$ cat src/rtl/mult_seq_ctrl_if.sv
// Operand/product handshake bundle for the sequential multiplier.
// The slave modport is the multiplier side.
interface mult_seq_ctrl_if #(
  parameter int WIDTH = 8
);
  logic               in_valid;
  logic               in_ready;
  logic [WIDTH-1:0]   op_a;
  logic [WIDTH-1:0]   op_b;
  logic               out_valid;
  logic               out_ready;
  logic [2*WIDTH-1:0] product;

  modport master (
    output in_valid, op_a, op_b, out_ready,
    input  in_ready, out_valid, product
  );

  modport slave (
    input  in_valid, op_a, op_b, out_ready,
    output in_ready, out_valid, product
  );
endinterface

$ cat src/rtl/mult_seq_ctrl.sv
// Shift-and-add multiplier sequencer: one external 2*WIDTH adder pass per
// cycle, WIDTH cycles per product, valid/ready on both sides.
module mult_seq_ctrl #(
  parameter int WIDTH = 8
) (
  input  logic               clk,
  input  logic               rst_n,
  mult_seq_ctrl_if.slave     bus,
  input  logic               clr,
  output logic               busy,
  output logic [2*WIDTH-1:0] add_a,
  output logic [2*WIDTH-1:0] add_b,
  output logic               add_cin,
  input  logic [2*WIDTH-1:0] add_sum
);

  localparam int CNT_W = $clog2(WIDTH + 1);

  typedef enum logic [1:0] {IDLE, CALC, DONE} state_t;

  state_t             state_q, state_d;
  logic [2*WIDTH-1:0] acc, mcand, product_q;
  logic [WIDTH-1:0]   mplier;
  logic [CNT_W-1:0]   cnt;
  logic               last_iter;

  assign last_iter   = (cnt == CNT_W'(WIDTH - 1));
  assign bus.product = product_q;

  always_ff @(posedge clk or negedge rst_n) begin
    if (!rst_n) state_q <= IDLE;
    else        state_q <= state_d;
  end

  always_comb begin
    state_d = state_q;
    if (clr) begin
      state_d = IDLE;
    end else begin
      case (state_q)
        IDLE:    if (bus.in_valid) state_d = CALC;
        CALC:    if (last_iter) state_d = DONE;
        DONE:    if (bus.out_ready) state_d = IDLE;
        default: state_d = IDLE;
      endcase
    end
  end

  always_comb begin
    bus.in_ready  = (state_q == IDLE);
    bus.out_valid = (state_q == DONE);
    busy          = (state_q != IDLE);
    add_a         = '0;
    add_b         = '0;
    add_cin       = 1'b0;
    if (state_q == CALC) begin
      add_a = acc;
      add_b = mplier[0] ? mcand : '0;
    end
  end

  always_ff @(posedge clk or negedge rst_n) begin
    if (!rst_n) begin
      acc       <= '0;
      mcand     <= '0;
      mplier    <= '0;
      cnt       <= '0;
      product_q <= '0;
    end else if (clr) begin
      cnt <= '0;
    end else begin
      case (state_q)
        IDLE: begin
          if (bus.in_valid) begin
            acc    <= '0;
            mcand  <= {{WIDTH{1'b0}}, bus.op_a};
            mplier <= bus.op_b;
            cnt    <= '0;
          end
        end
        CALC: begin
          acc    <= add_sum;
          mcand  <= mcand << 1;
          mplier <= mplier >> 1;
          cnt    <= cnt + CNT_W'(1);
          if (last_iter) product_q <= add_sum;
        end
        default: ;
      endcase
    end
  end

endmodule

$ cat src/flat_wrapper.sv
// flat-port wrapper written by rule: the top's interface ports become plain ports
module mult_seq_ctrl_flat 
#(
  parameter int WIDTH = 8
)
  (clk, rst_n, clr, busy, add_a, add_b, add_cin, add_sum, bus_in_valid, bus_op_a, bus_op_b, bus_out_ready, bus_in_ready, bus_out_valid, bus_product);
  mult_seq_ctrl_if #(.WIDTH(WIDTH)) bus_i ();
  input  logic clk;
  input  logic rst_n;
  input  logic clr;
  output logic busy;
  output logic [2*WIDTH-1:0] add_a;
  output logic [2*WIDTH-1:0] add_b;
  output logic add_cin;
  input  logic [2*WIDTH-1:0] add_sum;
  input wire logic [$bits(bus_i.in_valid)-1:0] bus_in_valid;
  input wire logic [$bits(bus_i.op_a)-1:0] bus_op_a;
  input wire logic [$bits(bus_i.op_b)-1:0] bus_op_b;
  input wire logic [$bits(bus_i.out_ready)-1:0] bus_out_ready;
  output wire logic [$bits(bus_i.in_ready)-1:0] bus_in_ready;
  output wire logic [$bits(bus_i.out_valid)-1:0] bus_out_valid;
  output wire logic [$bits(bus_i.product)-1:0] bus_product;
  assign bus_i.in_valid = bus_in_valid;
  assign bus_i.op_a = bus_op_a;
  assign bus_i.op_b = bus_op_b;
  assign bus_i.out_ready = bus_out_ready;
  assign bus_in_ready = bus_i.in_ready;
  assign bus_out_valid = bus_i.out_valid;
  assign bus_product = bus_i.product;
  mult_seq_ctrl #(.WIDTH(WIDTH)) u_core (.clk(clk), .rst_n(rst_n), .bus(bus_i), .clr(clr), .busy(busy), .add_a(add_a), .add_b(add_b), .add_cin(add_cin), .add_sum(add_sum));
endmodule
$ cat config.mk
export PLATFORM = sky130hd
export DESIGN_NAME = mult_seq_ctrl_flat
export DESIGN_NICKNAME = d
export VERILOG_FILES = /design/src/rtl/mult_seq_ctrl_if.sv /design/src/rtl/mult_seq_ctrl.sv /design/src/flat_wrapper.sv
export SDC_FILE = /design/constraint.sdc
export NUM_CORES = 1
export LEC_CHECK = 0
export BUFFER_PORTS_ARGS = -buffer_cell sky130_fd_sc_hd__buf_2
export CORE_MARGIN = 2
export CORE_UTILIZATION = 35
export DETAILED_ROUTE_END_ITERATION = 6
export PLACE_DENSITY_LB_ADDON = 0.08
export SLEW_MARGIN = 20
export SYNTH_ARGS = -nofsm -noshare
export SYNTH_HDL_FRONTEND = slang
export SYNTH_SLANG_ARGS = --single-unit
$ cat constraint.sdc
create_clock -name clk -period 1.7 [get_ports clk]
set_input_delay 0.34 -clock clk [delete_from_list [all_inputs] [get_ports clk]]
set_output_delay 0.34 -clock clk [all_outputs]
set_load 0.05 [all_outputs]
==> Word level (Yosys, flattened, before mapping) <==
Index checks and enable logic that the tools add are counted.
{ "word_totals": {"word_cells": 40, "out_inout_bits": 52, "in_bits": 37, "ff_bits": 62} }
{ "classes": {"bitwise_logic": 1, "n_mux": 17, "eq_ne": 7, "reduce_logical": 8, "n_addsub": 1} }
{ "op_table": {"columns": ["op", "count"], "rows": [
  ["$mux W16", 5],
  ["$pmux W16 S2", 2],
  ["$pmux W8 S2", 1],
  ["$reduce_and A3 Y1", 3],
  ["$mux W2", 4],
  ["$mux W4", 2],
  ["$mux W8", 1],
  ["$pmux W4 S2", 1],
  ["$ne A3 B3 Y1 const B", 2],
  ["$pmux W2 S3", 1],
  ["$add A4 B1 Y4 const B", 1],
  ["$eq A4 B3 Y1 const B", 1],
  ["$reduce_bool A2 Y1", 2],
  ["$ne A3 B2 Y1 const B", 1],
  ["$reduce_bool A3 Y1", 1],
  ["$eq A2 B1 Y1 const B", 1],
  ["$eq A2 B2 Y1 const B", 1],
  ["$logic_not A2 Y1", 1],
  ["$ne A2 B2 Y1 const B", 1],
  ["$reduce_and A2 Y1", 1],
  ["$not A1 Y1", 1]
]} }

==> Depth between registers and ports, before layout <==
{ "depth": {"word_depth": 4, "mapped_depth": 5, "ltp_nobuf": 4} }

==> Worst setup path after synthesis <==
Ideal clock, no wire load.
{ "synth_timing": {"path_kind": "register to output", "start": "register u_core.state_q[1]", "end": "output port add_b[12]", "path_buffers": 2, "path_stages_with_launch": 5, "setup_slack_ns": -0.111, "arrival_time_ns": 1.471, "path_cell_list": "dfrtp_1 -> nor2b_4 -> buf_4 -> clkbuf_1 -> and3_1"} }
{ "synth_between": {"elab_chain_cells": 2} }
{ "synth_rtl": {"columns": ["element", "line", "rtl"], "rows": [
  ["start: declaration", "mult_seq_ctrl.sv:21", "state_t state_q, state_d;"],
  ["start signal: assignment", "mult_seq_ctrl.sv:32", "else state_q <= state_d;"],
  ["$eq A2 B1 Y1", "mult_seq_ctrl.sv:56", "if (state_q == CALC) begin"],
  ["$mux W16", "mult_seq_ctrl.sv:56", null],
  ["end: declaration", "flat_wrapper.sv:13", "output logic [2*WIDTH-1:0] add_b;"]
]} }
Every way passes these cells.

==> Final worst setup path <==
{ "layout_timing": {"start": "register u_core.state_q[1]", "end": "output port add_b[8]"} }
The elaborated chain is that of the path after synthesis.

==> impl_results.md <==
* Crit path time final at 1.82 ns
* Global route total overflow at 0
* Design Area, Final at 0.00415 sq mm
* Root Buffer Master: clkbuf_8
* Post-detailed-route DRC marker count at 0
* Commonest cells after routing, fill and taps aside: dfrtp_1, buf_2, mux2_2
* Worst skew pair latency at 0.32 ns
* DP Cell Count at 393
* Row count at 32
* Kind of critical path: reg2out
* Leakage power at 2.07 nW
* Period utilisation layout at 107%
* Dominant cell type by area after synthesis: dfrtp_1
* Number of buffers added on ports at 87
* CP Max Fanout at 6
* PwrDens at 871 mW/mm^2
* Post-DP HPWL at 4350 um
* CTS tree: yes
* Met2 usage at 22.7%
* Post-DR wirelength/cell at 16.3 um
* Worst min path class: in2reg
* Ports at 89
* Worst vdd ir at 0.000360 V
* Die area at 0.00881 sq mm
* Critical path cell sequence: nor2b_4, buf_12, clkbuf_16, and3_2, buf_6
* Dpl cell area at 0.00348 sq mm
* Area Growth Syn to Fin at 46.7%
* Setup Skew at 0.00559 ns
* FILL cells at 700
* Buf/Inv on CP at 3
* CTS clk-pin slew, worst paths at 0.06 ns
* Setup TNS at -3.17 ns
* Post-Syn Area at 0.00283 sq mm
* GR Util met3 at 4.17%
* Largest net degree at the start of global routing at 27
* Most common cell after layout, fill and taps aside: dfrtp_1
* Synth top area share at 54.9%
* Vias in the first global route at 2072
* Synth top area cells: dfrtp_1, mux2_2, a22o_1
* H-tree depth at 3
* Mapped Avg Cell Area at 13.5 sq um
* Non-Filler Instances at 416
* RSZ-0062 raised after global routing: yes
* Crit path DAT at 1.48 ns
* Share of cells above drive strength 1 at 65.3%
* Slew Limit Fails at 0
* DR pass1 iterations at 5
* Syn Inst Count at 210
* Status: finished with violations
* Final-stage net count at 350
* DR vias/cell at 4.88
* Routed Wire Length at 6790 um
* Post-synthesis sequential area ratio at 54.9%
* Initial Utilization at 36.4%
* Crit path capture type: output pin
* TritonCTS buffer count at 9
* Die width at 93.9 um
* Max-cap violations at 0
* Via Count at 2029
* Initial antenna violation count at 0
* Syn. warnings at 0
* Pre-CTS WS at 0.0825 ns
* # clock sinks at 62
* Worst Setup Slack, final at -0.124 ns
* Die height at 93.9 um
* CP max stage delay at 0.40 ns
* RD Place Congestion at 0.760
* Routing usage on met1 at 21.4%
* Setup violators final at 35
* Critical Path Source Type: flop
* Core Util, Final at 53.4%
* Unique masters post-synth at 29
* Total Routing Usage GR at 15.2%
* Syn nets at 248
* DRT antenna net count at 0
* Least-Margin Pin Slew at 0.521 ns
* Worst Path Required at 1.36 ns
* Ant diodes at 0
* Core footprint at 0.00777 sq mm
* Max Clk Rate at 548 MHz
* Crit path max-delay cell type: dfrtp_1
* Post-synthesis register bit count at 62
* Final hold vios at 0
* Failing checks: negative setup slack
* Worst rel slew slack at 65.3%
* Starting DRT DRC Count at 59
* Clk buf depth at 2
* Top cell family by delay on the critical path: buffers and inverters
* Most used routing layer: met2
* First-pass GRT wire length at 10300 um
## routing by layer
metal  wire [um]  vias up
li1            -      956
met1        3200     1005
met2        3180       60
met3         334        8
met4          82        0
met5           0        -
## sequential cells by signal, indices dropped and copies added (netlist names)
register,flops
u_core.acc,16
u_core.bus.product,16
u_core.mcand,16
u_core.mplier,8
u_core.cnt,4
u_core.state_q,2
## timing repair
item | CTS | global route
setup endpoints to repair | 34 | 35
buffers inserted | 0 | 6
pin swaps | 0 | 7
hold endpoints to repair | 18 | 0
gates resized for setup | 72 | 43
cloned | 0 | 3
hold buffers | 1 | 0
## power breakdown
group / internal [mW] / total, mW / switching, mW / leakage, nW
Combinational: 0.408 / 0.791 / 0.383 / 1.17
Clock: 0.579 / 1.09 / 0.512 / 0.0869
Sequential: 1.62 / 1.73 / 0.111 / 0.814
## final timing paths
check | start | end | slack, ns | cells past startpoint
worst max-delay path | u_core.state_q[1] | add_b[8] | -0.12 | 5
worst min-delay path | add_sum[8] | u_core.acc[8] | 0.25 | 2
worst max register to register | u_core.state_q[1] | u_core.mplier[1] | 0 | 6
worst min register to register | u_core.acc[9] | u_core.acc[9] | 0.50 | 1
max in group asynchronous | rst_n | u_core.mplier[0] | 0.64 | 3
min in group asynchronous | rst_n | u_core.bus.product[6] | 0.53 | 2
## final cells by class
cell class	count	area, sq um	area share (%)
timing repair buffer	107	1010	24.4
tap	102	128	3.08
inverter	1	3.75	0.0906
multi-input combinational	131	1290	31.0
sequential	62	1550	37.5
clock inverter	2	10.0	0.241
clock buffer	11	151	3.65
## through the flow
stage	power, mW	hold slack [ns]
after CTS	3.56	0.231
after detailed placement	2.39	0.342
final	3.61	0.251
after floorplan	2.16	0.0444
after global placement	2.38	0.344
after global routing	3.81	0.242
## cells in the mapped netlist
library cell  number
a22o_1            25
a22oi_1            1
a31oi_1            2
and2_1            17
and3_1            16
and4b_4            1
buf_2              5
buf_4              3
buf_6              2
clkbuf_1           6
conb_1             1
dfrtp_1           62
ha_1               1
inv_1              1
mux2_2            35
mux2_4            11
mux2i_1            1
nand2_1            2
nand2_4            1
nand3_1            2
nand3b_1           2
nor2_1             4
nor2_4             1
nor2b_1            3
nor2b_4            1
o21ai_2            1
o21bai_1           1
or2_2              1
or3b_1             1
## kinds of logic after synthesis
kind of cell	count (synthesis)	share of synthesized area, %
simple gates	52	12.0
mux	47	20.1
buf+inv	17	3.41
flops	62	54.9
other cells	1	0.133
compound gates	30	9.03
fa+ha+maj	1	0.443
Note: power is estimated with default switching activity, not from simulation.
